[src/rtl/pwm_phase_controller.sv]
// Complementary switching-clock sequencer: period counter, phase-shifted Fsw_bar,
// double-buffered validated config, start/stop-at-boundary and fault shutdown.
module pwm_phase_controller #(
  parameter int CNT_W      = 8,
  parameter int DEF_PERIOD = 10,
  parameter int DEF_ON     = 2,
  parameter int DEF_PHASE  = 5,
  parameter int DEF_DEAD   = 1
) (
  input  logic             clk,
  input  logic             reset,
  input  logic             enable,
  input  logic             fault,
  input  logic [CNT_W-1:0] cfg_period,
  input  logic [CNT_W-1:0] cfg_on,
  input  logic [CNT_W-1:0] cfg_phase,
  input  logic [CNT_W-1:0] cfg_dead,
  input  logic             cfg_load,
  output logic             cfg_busy,
  output logic             cfg_err,
  output logic             Fsw,
  output logic             Fsw_bar,
  output logic             running,
  output logic             fault_latched
);

  localparam int W1 = CNT_W + 1;

  typedef enum logic [1:0] {S_IDLE, S_RUN, S_STOP, S_FAULT} state_t;

  state_t           state_q, state_d;
  logic [CNT_W-1:0] cnt_q, cnt_d;
  logic [CNT_W-1:0] per_q, per_d, on_q, on_d, ph_q, ph_d, dead_q, dead_d;
  logic [CNT_W-1:0] pper_q, pper_d, pon_q, pon_d, pph_q, pph_d, pdead_q, pdead_d;
  logic             busy_q, busy_d, err_q, err_d;
  logic             fsw_q, fsw_d, fswb_q, fswb_d;
  logic [CNT_W-1:0] gap_q, gap_d;

  logic             drive, boundary, switching, apply;
  logic             cfg_ok;
  logic [W1-1:0]    v_per, v_on, v_ph, v_dead, v_need, v_room;
  logic [W1-1:0]    ph_pos;
  logic             fsw_raw, fswb_raw, gap_ok;

  // Validation is done in CNT_W+1 bits so on+dead cannot wrap.
  always_comb begin
    v_per  = {1'b0, cfg_period};
    v_on   = {1'b0, cfg_on};
    v_ph   = {1'b0, cfg_phase};
    v_dead = {1'b0, cfg_dead};
    v_need = v_on + v_dead;
    v_room = v_per - v_ph;
    cfg_ok = (v_per >= W1'(2)) && (v_on >= W1'(1)) && (v_on < v_per) &&
             (v_ph < v_per) && (v_ph >= v_need) && (v_room >= v_need);
  end

  always_comb begin
    state_d = state_q;
    cnt_d   = cnt_q;
    per_d   = per_q;
    on_d    = on_q;
    ph_d    = ph_q;
    dead_d  = dead_q;
    pper_d  = pper_q;
    pon_d   = pon_q;
    pph_d   = pph_q;
    pdead_d = pdead_q;
    busy_d  = busy_q;
    err_d   = 1'b0;
    drive   = 1'b0;

    boundary  = (cnt_q == per_q - 1'b1);
    switching = (state_q == S_RUN) || (state_q == S_STOP);
    apply     = busy_q && (!switching || boundary);

    if (apply) begin
      per_d  = pper_q;
      on_d   = pon_q;
      ph_d   = pph_q;
      dead_d = pdead_q;
      busy_d = 1'b0;
    end

    // A load seen while busy_q is set (including on the apply edge) is dropped.
    if (cfg_load && !busy_q) begin
      if (cfg_ok) begin
        pper_d  = cfg_period;
        pon_d   = cfg_on;
        pph_d   = cfg_phase;
        pdead_d = cfg_dead;
        busy_d  = 1'b1;
      end else begin
        err_d = 1'b1;
      end
    end

    if (fault) begin
      state_d = S_FAULT;
      cnt_d   = '0;
    end else begin
      case (state_q)
        S_IDLE: begin
          if (enable) begin
            state_d = S_RUN;
            cnt_d   = '0;
            drive   = 1'b1;
          end
        end
        S_RUN: begin
          cnt_d = boundary ? '0 : cnt_q + 1'b1;
          drive = 1'b1;
          if (!enable) state_d = S_STOP;
        end
        S_STOP: begin
          cnt_d = boundary ? '0 : cnt_q + 1'b1;
          drive = 1'b1;
          if (enable) begin
            state_d = S_RUN;
          end else if (boundary) begin
            state_d = S_IDLE;
            cnt_d   = '0;
            drive   = 1'b0;
          end
        end
        S_FAULT: begin
          if (!enable) state_d = S_IDLE;
        end
        default: begin
          state_d = S_IDLE;
          cnt_d   = '0;
        end
      endcase
    end
  end

  // Outputs are computed from next-cnt and next-active config so they line up with cnt_q.
  // A rising edge is held off until the both-low gap reaches the active dead-time; valid
  // configs always satisfy this, so it only bites when a larger dead-time is applied.
  always_comb begin
    fsw_raw = (cnt_d < on_d);
    ph_pos  = {1'b0, cnt_d} + {1'b0, per_d} - {1'b0, ph_d};
    if (ph_pos >= {1'b0, per_d}) ph_pos = ph_pos - {1'b0, per_d};
    fswb_raw = (ph_pos < {1'b0, on_d});
    gap_ok   = (gap_q >= dead_d);
    fsw_d    = drive && fsw_raw  && (fsw_q  || gap_ok);
    fswb_d   = drive && fswb_raw && (fswb_q || gap_ok);
    if (fsw_d || fswb_d)          gap_d = '0;
    else if (gap_q == '1)         gap_d = gap_q;
    else                          gap_d = gap_q + 1'b1;
  end

  always_ff @(posedge clk or negedge reset) begin
    if (!reset) begin
      state_q <= S_IDLE;
      cnt_q   <= '0;
      per_q   <= CNT_W'(DEF_PERIOD);
      on_q    <= CNT_W'(DEF_ON);
      ph_q    <= CNT_W'(DEF_PHASE);
      dead_q  <= CNT_W'(DEF_DEAD);
      pper_q  <= '0;
      pon_q   <= '0;
      pph_q   <= '0;
      pdead_q <= '0;
      busy_q  <= 1'b0;
      err_q   <= 1'b0;
      fsw_q   <= 1'b0;
      fswb_q  <= 1'b0;
      gap_q   <= '1;
    end else begin
      state_q <= state_d;
      cnt_q   <= cnt_d;
      per_q   <= per_d;
      on_q    <= on_d;
      ph_q    <= ph_d;
      dead_q  <= dead_d;
      pper_q  <= pper_d;
      pon_q   <= pon_d;
      pph_q   <= pph_d;
      pdead_q <= pdead_d;
      busy_q  <= busy_d;
      err_q   <= err_d;
      fsw_q   <= fsw_d;
      fswb_q  <= fswb_d;
      gap_q   <= gap_d;
    end
  end

  assign cfg_busy      = busy_q;
  assign cfg_err       = err_q;
  assign Fsw           = fsw_q;
  assign Fsw_bar       = fswb_q;
  assign running       = (state_q == S_RUN) || (state_q == S_STOP);
  assign fault_latched = (state_q == S_FAULT);

endmodule

[config.mk]
export PLATFORM = sky130hd
export DESIGN_NAME = pwm_phase_controller
export DESIGN_NICKNAME = d
export VERILOG_FILES = /design/src/rtl/pwm_phase_controller.sv
export SDC_FILE = /design/constraint.sdc
export NUM_CORES = 1
export LEC_CHECK = 0
export ABC_CLOCK_PERIOD_IN_PS = 8400
export BUFFER_PORTS_ARGS = -buffer_cell sky130_fd_sc_hd__buf_2
export CORE_MARGIN = 3
export CORE_UTILIZATION = 35
export CTS_BUF_LIST = sky130_fd_sc_hd__clkbuf_2
export CTS_CLUSTER_SIZE = 12
export DETAILED_ROUTE_END_ITERATION = 8
export PLACE_DENSITY = 0.48
export SKIP_CTS_REPAIR_TIMING = 1
export SLEW_MARGIN = 20
export SYNTH_ARGS = -nofsm -noshare
export SYNTH_HDL_FRONTEND = slang
export SYNTH_SLANG_ARGS = --single-unit
[constraint.sdc]
create_clock -name clk -period 8.4 [get_ports clk]
set_clock_uncertainty 0.1 [all_clocks]
set_input_delay 0.42 -clock clk [delete_from_list [all_inputs] [get_ports clk]]
set_output_delay 0.42 -clock clk [all_outputs]
set_load 0.01 [all_outputs]
# Yosys cells after proc, flatten, opt, wreduce, memory -nomap -nowiden

Index checks and enable logic that the tools add are counted.

Register bits after elaboration: 86
Input port bits: 37
Output and inout port bits: 6
Logic and storage cells: 94

$add $sub $neg: 8
Magnitude comparators: 10
Eq/ne operators: 10
Mux-type cells: 30
Reduce and logical (&&, ||, !) cells: 21

Operator list:

| cell                | count |
|---|---|
| $mux 8              | 11 |
| $lt 8x8->1          | 3 |
| $pmux 8 s3          | 1 |
| $add 8x8->9         | 2 |
| $sub 9x8->9         | 2 |
| $add 8x1->8 const B | 2 |
| $mux 2              | 6 |
| $logic_and 1x1->1   | 11 |
| $ge 8x9->1          | 1 |
| $ge 9x8->1          | 1 |
| $ge 9x9->1          | 1 |
| $lt 9x8->1          | 1 |
| $mux 1              | 9 |
| $mux 9              | 1 |
| $ne 3x3->1 const B  | 3 |
| $sub 8x8->9         | 1 |
| $eq 8x8->1          | 1 |
| $eq 8x8->1 const B  | 1 |
| $ge 8x1->1 const B  | 1 |
| $ge 8x2->1 const B  | 1 |
| $ge 8x8->1          | 1 |
| $pmux 2 s4          | 1 |
| $sub 8x1->8 const B | 1 |
| $logic_or 1x1->1    | 5 |
| 9 further kinds     | 11 |

# Logic depth before layout (Yosys ltp)

Gate-level depths: netlist (run 1).

Depth after elaboration: 16
Gate-level depth with buffers: 35
Mapped depth without buffers: 32

# Least setup slack after synthesis (run 1)

No wires, ideal clock.

Kind: reg2reg
Start point: reg per_q[0]
End point: reg gap_q[0]
Setup time: 0.083 ns
Data arrival time: 6.838 ns
Slack: 1.379 ns
Cell stages (with the launch flop): 33
Buffers on the path: 3
Clock period less this slack: 7.021 ns
Cell sequence: dfrtp_1 inv_1 ha_1 or3b_1 a211oi_1 nand4_1 o31a_1 nand2b_4 buf_6 buf_2 mux2i_1 inv_1 fa_1 ha_1 a21o_1 a21oi_1 xnor2_1 ha_1 o21a_1 o31a_1 or2_1 o41ai_1 and3_1 buf_2 o21ai_0 ha_1 a21oi_1 o21ai_0 a221oi_1 o221a_2 and3_1 o2bb2ai_4 nor2_1

RTL lines:

| element                                        | RTL line | RTL |
|---|---|---|
| from (decl)                                    | 33       | `logic [CNT_W-1:0] per_q, per_d, on_q, on_d, ph_q, ph_d, dead_q, dead_d;` |
| from (signal assigned)                         | 156      | `per_q <= CNT_W'(DEF_PERIOD);` |
| from (signal assigned)                         | 172      | `per_q <= per_d;` |
| $sub 8x1->8 (*)                                | 72       | `boundary = (cnt_q == per_q - 1'b1);` |
| $eq 8x8->1 (*)                                 | 72       |  |
| $logic_or 1x1->1 (*)                           | 74       | `apply = busy_q && (!switching \|\| boundary);` |
| $logic_and 1x1->1 (*)                          | 74       |  |
| $mux 8 (*)                                     | 76       | `if (apply) begin` |
| via per_d[1]                                   | 33       |  |
| $add 8x8->9                                    | 141      | `ph_pos = {1'b0, cnt_d} + {1'b0, per_d} - {1'b0, ph_d};` |
| $sub 9x8->9                                    | 141      |  |
| $sub 9x8->9 or $ge 9x8->1 (tied branches)      | 142      | `if (ph_pos >= {1'b0, per_d}) ph_pos = ph_pos - {1'b0, per_d};` |
| $mux 9 (*)                                     | 142      |  |
| $lt 9x8->1 (*)                                 | 143      | `fswb_raw = (ph_pos < {1'b0, on_d});` |
| $logic_and 1x1->1 (*) (2 in a row)             | 146      | `fswb_d = drive && fswb_raw && (fswb_q \|\| gap_ok);` |
| $logic_or 1x1->1 (*)                           | 147      | `if (fsw_d \|\| fswb_d) gap_d = '0;` |
| $ne 2x2->1 (no line) or $mux 8 (tied branches) | -        |  |
| to (signal assigned)                           | 184      | `gap_q <= gap_d;` |
| to (decl)                                      | 37       | `logic [CNT_W-1:0] gap_q, gap_d;` |

Mark *: on every way through the listed nets, which the timed path passes. The rest lies on a longest branch.
A chain may end at the register's enable or synchronous reset.

# Final worst setup path (run 1)

Start point: reg per_q[0]
End point: reg gap_q[3]

Same word-level chain as after synthesis.

==> flow_summary.yaml, run 1 <==
synthesis:
  yosysWarnings: 0
  synth_cell_types: 59
  synth_edf_count: 0
  netlist_instances: 643
  yosys_most_used_dff: "dfrtp_1"
  syn_area_per_cell_um2: 10.0
  netlist_area_um2: 6450
  yosys_register_bits: 86
  synth_async_sr_flop_share: 1.00
  synth.yosys.seq_area_share: 0.336
  synth_nets: 777
worst_setup_path:
  crit_path_end_kind: "register"
  worstSetupPathType: "register to register"
  reg2reg_slack_ns: 0.64
  crit_family: "compound AO/OA/AOI/OAI gates"
  slowest_stage: "nor4b_1"
  cp_max_fo: 21
  critPathArrivalTime_ns: 8.22
  slowest_delay_ns: 0.70
  start_kind: "register"
  cp-startpoint: "per_q[0]$_DFF_PN0_"
  r2r-start: "per_q[0]$_DFF_PN0_"
  r2r_end: "gap_q[3]$_DFFE_PN1P_"
  crit_top_cell: "ha_1"
  cp.required_ns: 8.86
  crit_buf_inv: 2
  reg2reg_depth: 28
floorplanning:
  dieArea_um2: 20100
  ios: 43
  initial_core_util: 0.358
  core_um2: 18000
  die_h_um: 142
  die_w_um: 142
  num_rows: 49
final_layout:
  final_util: 0.409
  nNetsFinal: 856
  areaGrowthSynthToFinish_pct: 14.2
  instances_no_fill: 957
  drive_gt1_frac: 0.173
  fill_cells: 1830
  finish.instance_area_um2: 7370
timing:
  drv_slew: 0
  layout_min_cycle_time_ns: 7.76
  timing.fmax_mhz: 129
  worstMarginPinSlew_ns: 0.855
  whs_ns: 0.0731
  rsz0062_at_grt: "false"
  timing_hold_violations_final: 0
  setup_tns_ns: 0
  setup_violations: 0
  finalCritPeriodShare: 0.924
  setup_ws_ns: 0.640
  max_slew_margin: 0.426
power:
  netSwitchingFraction: 0.490
  p_leak_nw: 3.93
  internal-power_mw: 1.64
  pwr-share-seq: 0.200
  power_density_nw_per_um2: 435
  pwr-share-comb: 0.737
  ir_drop_v: 0.000327
  finalPower_mw: 3.21
  power_frac_clock: 0.063
  netSwitchingPower_mw: 1.57
routing:
  drtIter0Drc: 225
  route.detailed.drc: 0
  wire_per_inst_um: 17.1
  firstDrtPassIters: 4
  via_count: 4981
  detail-route-antenna-nets: 0
  via_per_inst: 5.20
  wl_um: 16300
global_route:
  antenna_found_initial: 1
  use_met1: 0.229
  grt-ovfl-total: 0
  met2_usage: 0.280
  grt_first_pass_wirelength_um: 26400
  grt_pass1_vias: 5021
  grt_max_degree: 80
  grt_usage: 0.168
  use_met3: 0.0317
  grt_busiest_layer: "met2"
placement:
  dpl.hpwl_um: 13100
  place_congestion: 0.838
  place_ws_ns: 0.701
  placedCellCount: 908
  io_buffers: 42
  place_area_um2: 6930
hold_path:
  worstHoldEndpoint: "cfg_err$_DFF_PN0_"
  holdCritPathClass: "primary input to register"
  min_from: "cfg_load"
  worstHoldPathCells: 3
clocking:
  root_buffer: "clkbuf_2"
  cts_tree: "built"
  clk_latency_ns: 0.60
  cts_buffers: 9
  cts_buffer_depth: 2
  clk_pin_slew_worst_paths_ns: 0.26
  h-tree-depth: 3
  cts_sinks: 86
flow_run:
  maxCapViolCount: 0
outcome:
  status: "completed"
==> power by group through the flow <==
stage	combinational (mW)	clock [mW]	sequential, mW
final	2.37	0.202	0.641
after global routing	2.73	0.227	0.659
after CTS	2.32	0.211	0.641
after detailed placement	2.31	0	0.649
after global placement	2.28	0	0.646
after floorplan	1.86	0	0.606
==> cell usage in the layout (no fill, tap or decap), types with 8 or more instances in the layout <==
| cell | instances |
|---|---|
| ha_1 | 86 |
| dfrtp_1 | 72 |
| inv_1 | 66 |
| a21oi_1 | 43 |
| nor2_1 | 42 |
| buf_2 | 41 |
| mux2_2 | 35 |
| dlygate4sd3_1 | 32 |
| mux2i_1 | 30 |
| o21ai_0 | 27 |
| nand2_1 | 26 |
| xor2_1 | 17 |
| xnor2_1 | 16 |
| a21o_1 | 14 |
| dfstp_2 | 14 |
| nand4_1 | 12 |
| nand3_1 | 12 |
| fa_1 | 11 |
| nor2b_1 | 10 |
| clkbuf_2 | 9 |
| nand2b_1 | 8 |
| nand3b_1 | 8 |
| and3_1 | 8 |
==> layout make-up <==
type	instances	area [um^2]	area share
antenna	1	2.50	0.000340
clock buffer	9	45.0	0.00611
clock inverter	7	48.8	0.00662
inverter	66	248	0.0336
multi-input combinational	481	4000	0.543
sequential	86	2170	0.294
tap	229	287	0.0389
timing repair buffer	78	567	0.0769
==> synth_stat cells, types with 5 or more instances <==
library cell	number	share of area
nor2b_1	10	0.0097
xor2_1	17	0.023
a21oi_1	43	0.033
o21ai_0	27	0.021
and3_1	8	0.0078
or2_2	5	0.0048
nor3_1	6	0.0047
ha_1	86	0.17
dfrtp_1	72	0.28
nor2_1	42	0.024
nand3_1	12	0.0093
xnor2_1	16	0.022
nor4_1	7	0.0068
dfstp_2	14	0.057
fa_1	11	0.034
mux2_2	35	0.061
o21bai_1	5	0.0058
nand2_1	26	0.015
a21o_1	14	0.016
nand2b_1	8	0.0078
nand3b_1	8	0.0093
inv_1	66	0.038
clkbuf_1	5	0.0029
nand4_1	12	0.012
mux2i_1	30	0.047
==> worst reg2reg max path: cells and delay by family (launching register included) <==
family          cells  cell delay (ns)
simple gates        7             1.99
mux                 1             0.35
fa+ha+maj           4             1.54
flops               1             0.50
buf+inv             2             0.52
compound gates     13             2.57
xor+xnor            1             0.16
==> cells by family after synthesis <==
kind of cell / after synthesis / synth area share
simple gates: 157 / 0.127
xor+xnor: 33 / 0.0448
mux: 66 / 0.111
compound gates: 128 / 0.134
buf+inv: 76 / 0.0461
flops: 86 / 0.336
fa+ha+maj: 97 / 0.201
==> how the worst max path moves through the flow <==
stage                                       to  depth (start not counted)  slack (ns)
after floorplan           gap_q[0]$_DFFE_PN1P_                         32        1.38
after global placement    gap_q[1]$_DFFE_PN1P_                         29        0.86
after detailed placement  gap_q[3]$_DFFE_PN1P_                         29        0.70
after CTS                 gap_q[3]$_DFFE_PN1P_                         29        0.66
after global routing      gap_q[2]$_DFFE_PN1P_                         29        0.09
final                     gap_q[3]$_DFFE_PN1P_                         28        0.64
==> sequential cells by signal, indices dropped and copies added, names as in the netlist <==
| register | flops |
|---|---|
| cnt_q | 8 |
| dead_q | 8 |
| gap_q | 8 |
| on_q | 8 |
| pdead_q | 8 |
| per_q | 8 |
| ph_q | 8 |
| pon_q | 8 |
| pper_q | 8 |
| pph_q | 8 |
| state_q | 2 |
| Fsw | 1 |
| Fsw_bar | 1 |
| cfg_busy | 1 |
| cfg_err | 1 |
==> layer usage <==
metal	part of all wire	wire length, um
met2	0.47	7730
met5	0	0
met4	0.012	197
met1	0.48	7860
met3	0.032	529
Note: power is estimated with default switching activity, not from simulation.
==> run 2, diff against run 1 <==
--- a/config.mk
+++ b/config.mk
@@ -15,4 +15,5 @@
 export PLACE_DENSITY = 0.48
 export SKIP_CTS_REPAIR_TIMING = 1
+export SKIP_LAST_GASP = 1
 export SLEW_MARGIN = 20
 export SYNTH_ARGS = -nofsm -noshare
==> constraint.sdc (replaced) <==
create_clock -name clk -period 8.4 [get_ports clk]
set_clock_uncertainty 0.1 [all_clocks]
set_input_delay 2.52 -clock clk [delete_from_list [all_inputs] [get_ports clk]]
set_output_delay 2.52 -clock clk [all_outputs]
set_load 0.01 [all_outputs]
==> flow_summary.yaml, run 2 (same netlist as run 1, synthesis figures left out) <==
routing:
  detail-route-antenna-nets: 0
  wl_um: 15900
  via_per_inst: 5.27
  drtIter0Drc: 194
  via_count: 4913
  firstDrtPassIters: 4
  route.detailed.drc: 0
  wire_per_inst_um: 17.1
clocking:
  h-tree-depth: 3
  cts_sinks: 86
  cts_tree: "built"
  clk_pin_slew_worst_paths_ns: 0.28
  cts_buffers: 9
  root_buffer: "clkbuf_2"
  clk_latency_ns: 0.62
  cts_buffer_depth: 2
timing:
  max_slew_margin: 0.424
  timing.fmax_mhz: 130
  worstMarginPinSlew_ns: 0.864
  setup_ws_ns: 0.685
  rsz0062_at_grt: "false"
  timing_hold_violations_final: 0
  drv_slew: 0
  setup_violations: 0
  setup_tns_ns: 0
  finalCritPeriodShare: 0.918
  layout_min_cycle_time_ns: 7.71
global_route:
  grt_first_pass_wirelength_um: 26400
  antenna_found_initial: 1
  grt_max_degree: 70
  grt_pass1_vias: 5082
  grt_usage: 0.168
  grt-ovfl-total: 0
placement:
  placedCellCount: 915
  place_congestion: 0.895
  io_buffers: 42
  place_ws_ns: 0.0975
  dpl.hpwl_um: 13200
floorplanning:
  die_w_um: 142
  initial_core_util: 0.358
  core_um2: 18000
  num_rows: 49
  die_h_um: 142
  dieArea_um2: 20100
  ios: 43
final_layout:
  areaGrowthSynthToFinish_pct: 10.1
  final_common_cell: "ha_1"
  instances_no_fill: 932
  mostFrequentLayoutCells: "ha_1 (86), dfrtp_1 (72), inv_1 (66), a21oi_1 (43), nor2_1 (42)"
  drive_gt1_frac: 0.189
  nNetsFinal: 831
  final_util: 0.394
worst_setup_path:
  cp.required_ns: 8.87
  crit_path_end_kind: "register"
  worstSetupPathType: "register to register"
  start_kind: "register"
  cp_max_fo: 27
  slowest_stage: "dfrtp_1"
  slowest_delay_ns: 0.53
  critPathArrivalTime_ns: 8.18
  crit_top_cell: "ha_1"
  crit_buf_inv: 4
  crit_family: "compound AO/OA/AOI/OAI gates"
outcome:
  status: "completed"
hold_path:
  holdCritPathClass: "register to register"
flow_run:
  maxCapViolCount: 0
## run 2: cell type report
cell class	instances	area [um^2]
clock inverter	7	72.6
timing repair buffer	53	295
clock buffer	9	45.0
fill	1842	10900
antenna	1	2.50
sequential	86	2170
multi-input combinational	481	3990
inverter	66	248
tap	229	287
## run 2: per-stage QoR
stage                     instance area (um^2)  hold slack (ns)
after floorplan                           6450            0.357
after global placement                    6990            0.390
after detailed placement                  6990            0.401
after CTS                                 7100            0.458
after global routing                      7110            0.470
final                                     7110            0.447
## run 2: final timing paths
kind / cells past startpoint / start / slack (ns) / endpoint
setup / recovery: 31 / per_q[0]$_DFF_PN0_ / 0.69 / gap_q[1]$_DFFE_PN1P_
hold reg to reg: 1 / pon_q[4]$_DFFE_PN0P_ / 0.45 / pon_q[4]$_DFFE_PN0P_
max in group asynchronous: 2 / reset / 5.43 / per_q[4]$_DFF_PN0_
setup reg to reg: 31 / per_q[0]$_DFF_PN0_ / 0.69 / gap_q[1]$_DFFE_PN1P_
min in group asynchronous: 1 / reset / 1.61 / per_q[7]$_DFF_PN0_
hold / removal: 1 / pon_q[4]$_DFFE_PN0P_ / 0.45 / pon_q[4]$_DFFE_PN0P_
## run 2: metal layers
layer | track usage | up-vias | share of wire
li1 | - | 2420 | -
met1 | 0.230 | 2382 | 0.49
met2 | 0.271 | 87 | 0.46
met3 | 0.0307 | 24 | 0.032
met4 | 0.0520 | 0 | 0.020
met5 | 0 | - | 0
## run 2: worst register-to-register path: cells and delay by family (launching register included)
family | cells | cell delay [ns]
AND/OR/NAND/NOR | 6 | 1.39
adder cells (fa/ha/maj) | 5 | 1.70
flip-flops | 1 | 0.53
AO/OA/AOI/OAI | 14 | 2.73
XOR/XNOR | 1 | 0.18
buffers and inverters | 4 | 0.73
multiplexers | 1 | 0.33
Power of run 2 is left out: the tool's default activity adds up to more than one toggle a clock period on the data nets, which glitch-free logic cannot reach.
